--- src/rtl/alarm_buzzer_driver.sv ---
// alarm_buzzer_driver
//   Drives the piezo beep pin from the clock controller's alarm request level.
//   While the alarm rings it plays TONE bursts: a square wave of TONE_HZ lasting
//   BEEP_ON_MS. Silent GAP intervals of BEEP_OFF_MS separate the bursts.
//   Ringing stops in three cases:
//     - the alarm request drops, which returns the block to idle;
//     - the alarm-off key is pressed, which mutes the buzzer;
//     - TIMEOUT_S seconds pass, which also mutes the buzzer.
//   A muted alarm stays silent until alarm_on falls and rises again.
//
// Ports
//   clk              system clock, rising edge
//   rst              asynchronous reset, active low
//   alarm_on         alarm request level
//   alarm_off_pulse  one-cycle debounced alarm-off key pulse
//   beep             buzzer drive (registered)
//   ringing          high while the tone/gap sequence is running (registered)
//
// Timing
//   The outputs are registered from the current state, so they lag the state
//   register by one edge. If a rise is sampled at edge N, the FSM enters TONE at
//   edge N and beep/ringing go high after edge N+1. Exits behave the same way.
module alarm_buzzer_driver #(
  parameter int unsigned CLK_FREQ_HZ = 50_000_000,
  parameter int unsigned TONE_HZ     = 2_000,
  parameter int unsigned BEEP_ON_MS  = 200,
  parameter int unsigned BEEP_OFF_MS = 200,
  parameter int unsigned TIMEOUT_S   = 60
) (
  input  logic clk,
  input  logic rst,
  input  logic alarm_on,
  input  logic alarm_off_pulse,
  output logic beep,
  output logic ringing
);

  localparam logic [31:0] HalfCyc = 32'(CLK_FREQ_HZ / (2 * TONE_HZ));
  localparam logic [31:0] OnCyc   = 32'(CLK_FREQ_HZ / 1000 * BEEP_ON_MS);
  localparam logic [31:0] OffCyc  = 32'(CLK_FREQ_HZ / 1000 * BEEP_OFF_MS);
  localparam logic [31:0] ToCyc   = 32'(CLK_FREQ_HZ * TIMEOUT_S);

  typedef enum logic [1:0] {
    StIdle,
    StTone,
    StGap,
    StMuted
  } state_e;

  state_e      state_q, state_d;
  logic        alarm_on_dly_q;
  logic [31:0] phase_cnt_q, phase_cnt_d;  // cycles spent in the current TONE/GAP phase
  logic [31:0] tone_cnt_q, tone_cnt_d;    // position within the current half period
  logic [31:0] to_cnt_q, to_cnt_d;        // total ringing cycles, saturates at ToCyc
  logic        beep_q, beep_d;
  logic        ringing_q, ringing_d;

  logic        rise;
  logic [31:0] to_inc;
  logic        timeout;

  assign rise    = alarm_on & ~alarm_on_dly_q;
  assign to_inc  = to_cnt_q + 32'd1;
  // The cycle in which the count reaches ToCyc is the last ringing cycle.
  assign timeout = (to_inc >= ToCyc);

  always_comb begin
    state_d     = state_q;
    phase_cnt_d = phase_cnt_q;
    tone_cnt_d  = tone_cnt_q;
    to_cnt_d    = to_cnt_q;
    beep_d      = 1'b0;
    ringing_d   = 1'b0;

    unique case (state_q)
      StIdle: begin
        phase_cnt_d = '0;
        tone_cnt_d  = '0;
        to_cnt_d    = '0;
        if (rise) begin
          // A key press in the same cycle as the rise skips straight to mute.
          state_d = alarm_off_pulse ? StMuted : StTone;
        end
      end

      StTone: begin
        ringing_d   = 1'b1;
        phase_cnt_d = phase_cnt_q + 32'd1;
        to_cnt_d    = timeout ? ToCyc : to_inc;
        tone_cnt_d  = (tone_cnt_q == HalfCyc - 32'd1) ? '0 : tone_cnt_q + 32'd1;

        // Entry cycle starts the burst high. After that, toggle once per
        // completed half period.
        if (phase_cnt_q == '0) begin
          beep_d = 1'b1;
        end else if (tone_cnt_q == '0) begin
          beep_d = ~beep_q;
        end else begin
          beep_d = beep_q;
        end

        if (!alarm_on) begin
          state_d = StIdle;
        end else if (alarm_off_pulse || timeout) begin
          state_d = StMuted;
        end else if (phase_cnt_q == OnCyc - 32'd1) begin
          state_d     = StGap;
          phase_cnt_d = '0;
          tone_cnt_d  = '0;
        end
      end

      StGap: begin
        ringing_d   = 1'b1;
        phase_cnt_d = phase_cnt_q + 32'd1;
        to_cnt_d    = timeout ? ToCyc : to_inc;

        if (!alarm_on) begin
          state_d = StIdle;
        end else if (alarm_off_pulse || timeout) begin
          state_d = StMuted;
        end else if (phase_cnt_q == OffCyc - 32'd1) begin
          state_d     = StTone;
          phase_cnt_d = '0;
          tone_cnt_d  = '0;
        end
      end

      StMuted: begin
        // Holding alarm_on high keeps the buzzer muted. Only a fresh rise,
        // seen from idle, can start ringing again.
        if (!alarm_on) begin
          state_d = StIdle;
        end
      end

      default: begin
        state_d = StIdle;
      end
    endcase
  end

  always_ff @(posedge clk or negedge rst) begin
    if (!rst) begin
      state_q        <= StIdle;
      alarm_on_dly_q <= 1'b0;
      phase_cnt_q    <= '0;
      tone_cnt_q     <= '0;
      to_cnt_q       <= '0;
      beep_q         <= 1'b0;
      ringing_q      <= 1'b0;
    end else begin
      state_q        <= state_d;
      alarm_on_dly_q <= alarm_on;
      phase_cnt_q    <= phase_cnt_d;
      tone_cnt_q     <= tone_cnt_d;
      to_cnt_q       <= to_cnt_d;
      beep_q         <= beep_d;
      ringing_q      <= ringing_d;
    end
  end

  assign beep    = beep_q;
  assign ringing = ringing_q;

endmodule

--- config.mk ---
export PLATFORM = sky130hd
export DESIGN_NAME = alarm_buzzer_driver
export DESIGN_NICKNAME = d
export VERILOG_FILES = /design/src/rtl/alarm_buzzer_driver.sv
export SDC_FILE = /design/constraint.sdc
export NUM_CORES = 1
export LEC_CHECK = 0
export ABC_AREA = 1
export BUFFER_PORTS_ARGS = -buffer_cell sky130_fd_sc_hd__buf_4
export CORE_UTILIZATION = 58
export DETAILED_ROUTE_END_ITERATION = 8
export PLACE_DENSITY = 0.77
export SLEW_MARGIN = 15
export SYNTH_ARGS = -nofsm -noshare
export SYNTH_HDL_FRONTEND = slang
export SYNTH_SLANG_ARGS = --single-unit
--- constraint.sdc ---
create_clock -name clk -period 2.3 [get_ports clk]
set_clock_uncertainty 0.15 [all_clocks]
set_input_delay 0.345 -clock clk [delete_from_list [all_inputs] [get_ports clk]]
set_output_delay 0.345 -clock clk [all_outputs]
set_load 0.01 [all_outputs]
==> out/metrics.yaml <==
status: "complete, but fails checks"
violations: "negative setup slack"
drv_cap: 0
num_rows: 39
syn_nets: 1017
clock.fmax_mhz: 356
rr_startpoint: "to_cnt_q[0]"
path_class: "reg -> reg"
core_area_mm2: 0.0114
antenna_cells: 0
synth_area_mm2: 0.00680
worst_slack_ns: -0.512
p_int_w: 0.00393
synth_top_cell_by_area: "dfrtp_1"
cts_tree: "done"
crit_chain: "ha_4 > nand2_2 > nor2_4 > nand3_1 > buf_4 > xor2_2 > nor2_1 > nand3_1 > nand2_1 > nand2_2 > nor2_4 > nor2_2 > nand3_2 > buf_4 > nand2_2 > buf_12 > o22ai_1"
htreeDepth: 3
antenna_found_initial: 0
reg2reg_to: "phase_cnt_q[12]"
io-pin-count: 6
initial_utilization_pct: 59.5
r2r_cells: 17
route.detailed.drc: 0
combPwrFrac_pct: 40.6
avgViaCountPerCell: 5.63
crit_slowest_cell: "dfrtp_1"
cts_buffers: 9
netlist-cell-type-count: 39
async_flop_share_pct: 100
place.gp.congestion: 0.933
fin_crit_sh_pct: 122
rsz0062_at_grt: "yes"
power_frac_clock_pct: 28.0
power_w: 0.00634
nets: 1162
period_minus_slack_ns: 2.81
die_h_um: 110
vias: 7291
clkTransAtPathRegs_ns: 0.07
grt_pass1_wl_mm: 29.4
cts_buffer_depth: 2
die-area_mm2: 0.0122
crit_path_start: "to_cnt_q[0]"
synth_cells: 1004
arrival_ns: 2.88
synth-main-ff-cell: "dfrtp_1"
area_growth_syn_to_layout_pct: 32.0
drive_gt1_share_pct: 25.8
grt_max_degree: 43
cp-start-kind: "flip-flop"
wire_per_inst_um: 15.3
port_buffers: 5
leakagePower_nw: 4.11
required_ns: 2.36
cts.sinks: 101
tightestPinTransition_ns: 0.791
dr.first_iter.drc_count: 597
hold_viol_final: 0
max_stage_delay_ns: 0.43
fill_cells: 786
grtUsageTotal_pct: 31.0
crit_fanout: 12
dieWidth_um: 110
hpwl_mm: 12.7
ys_top_cells_by_area: "dfrtp_1 (37%), nand2_1 (18%), nor2_1 (6.8%)"
switching_share_pct: 37.9
synth.avg_cell_area_um2: 6.77
finalSetupViolCount: 87
synth_edf_count: 0
cts_root_buffer: "clkbuf_16"
ys_seq_area_share_pct: 37.2
rrSetupSlack_ns: -0.51
final_cell_mix: "nand2_1 (295), buf_4 (144), inv_1 (114)"
routed_wl_mm: 19.8
ys_ff_latch: 101
p_per_area_mw_per_mm2: 706
hp-class: "in -> async"
vdd_drop_max_uv: 762
relSlewSlack_pct: 47.2
end_kind: "flip-flop"
p_switching_w: 0.00240
yosysWarnings: 0
cpMostUsedCell: "nand2_2"
ant_nets: 0
grt_overflow: 0
yosysTopAreaCellShare_pct: 37.2
final_util_pct: 78.6
maxSlewViolCount: 0
pwr-share-seq_pct: 31.4
mostFrequentLayoutCell: "nand2_1"
grt_pass1_vias: 6400
worst_skew_pair.late_latency_ns: 0.35
endpoint: "phase_cnt_q[12]"
drtPass1Iterations: 5
## Yosys cell counts (7+ instances only)
cell type and number:
nor2_2 8, o22ai_1 29, nand3_1 64, inv_1 118, nand4_1 20, clkbuf_1 12
nand2_2 7, xnor2_1 7, a21oi_1 13, nor3_1 17, o21ai_0 47, xor2_1 37
nor4_1 21, dfrtp_1 101, nand2_1 320, ha_1 9, nor2_1 123
## cells by family after synthesis
family / after synthesis / synth area share [%]
xor+xnor: 44 / 5.67
flops: 101 / 37.2
simple gates: 594 / 37.6
buf+inv: 148 / 8.82
compound gates: 108 / 9.11
fa+ha+maj: 9 / 1.66
## power by group through the flow
stage	sequential, W	clock (W)	combinational, W
3_3_place_gp	0.00200	0	0.00224
2_1_floorplan	0.00200	0	0.00140
4_1_cts	0.00197	0.00180	0.00238
5_1_grt	0.00200	0.00186	0.00276
3_5_place_dp	0.00200	0	0.00227
6_report	0.00199	0.00178	0.00257
## layer usage
layer	part of all wire [%]	up-vias	track usage [%]
li1	-	3520	-
met1	43	3441	40.9
met2	50	287	52.5
met3	6.0	43	5.64
met4	2.0	0	8.08
met5	0	-	0
## per-stage QoR
step | setup WS [ns] | hold WS [ns] | setup TNS (ns) | std cells | instance area (um2)
global placement | -0.329 | 0.124 | -19.96 | 1252 | 7960
finish | -0.512 | 0.289 | -30.55 | 1296 | 8980
CTS | -0.307 | 0.303 | -16.25 | 1273 | 8530
detailed placement | -0.389 | 0.125 | -23.27 | 1252 | 7960
global route | -0.603 | 0.334 | -40.29 | 1296 | 8980
floorplan | -0.0594 | -0.101 | -1.49 | 1004 | 6860
## critical path, delay by kind of cell (launching register included)
kind,cells,cell delay [ns]
buf+inv,3,0.50
flops,1,0.43
fa+ha+maj,1,0.18
simple gates,11,1.12
compound gates,1,0.09
xor+xnor,1,0.19
## worst min-delay path by stage
| stage | startpoint | endpoint | slack, ns | cells past startpoint |
|---|---|---|---|---|
| after global routing | rst | to_cnt_q[26] | 0.33 | 2 |
| after global placement | rst | to_cnt_q[4] | 0.12 | 1 |
| after floorplan | rst | alarm_on_dly_q | -0.10 | 0 |
| after detailed placement | rst | to_cnt_q[3] | 0.13 | 1 |
| after CTS | rst | to_cnt_q[2] | 0.30 | 2 |
| final | rst | to_cnt_q[2] | 0.29 | 2 |
## repair_timing
action                                  CTS  global route
hold buffers                              2             0
pin swaps                                 2            32
endpoints found under the setup margin   85            89
resized for setup                        48            83
hold endpoints to repair                 23             0
buffers inserted                          4            24
gates cloned                              0             1
## state kept, by name, indices dropped and copies added, names as in the netlist
signal          count
to_cnt_q           32
state_q             2
ringing             1
phase_cnt_q        32
tone_cnt_q         32
alarm_on_dly_q      1
beep                1
## final cells by class
type | count | area (um2) | area share (%)
clock inverter | 4 | 95.1 | 1.06
timing repair buffer | 158 | 1310 | 14.6
clock buffer | 11 | 253 | 2.82
inverter | 124 | 465 | 5.19
multi-input combinational | 755 | 4140 | 46.2
sequential | 101 | 2530 | 28.2
tap | 143 | 179 | 1.99
No activity file was read; power rests on OpenSTA's default activity.
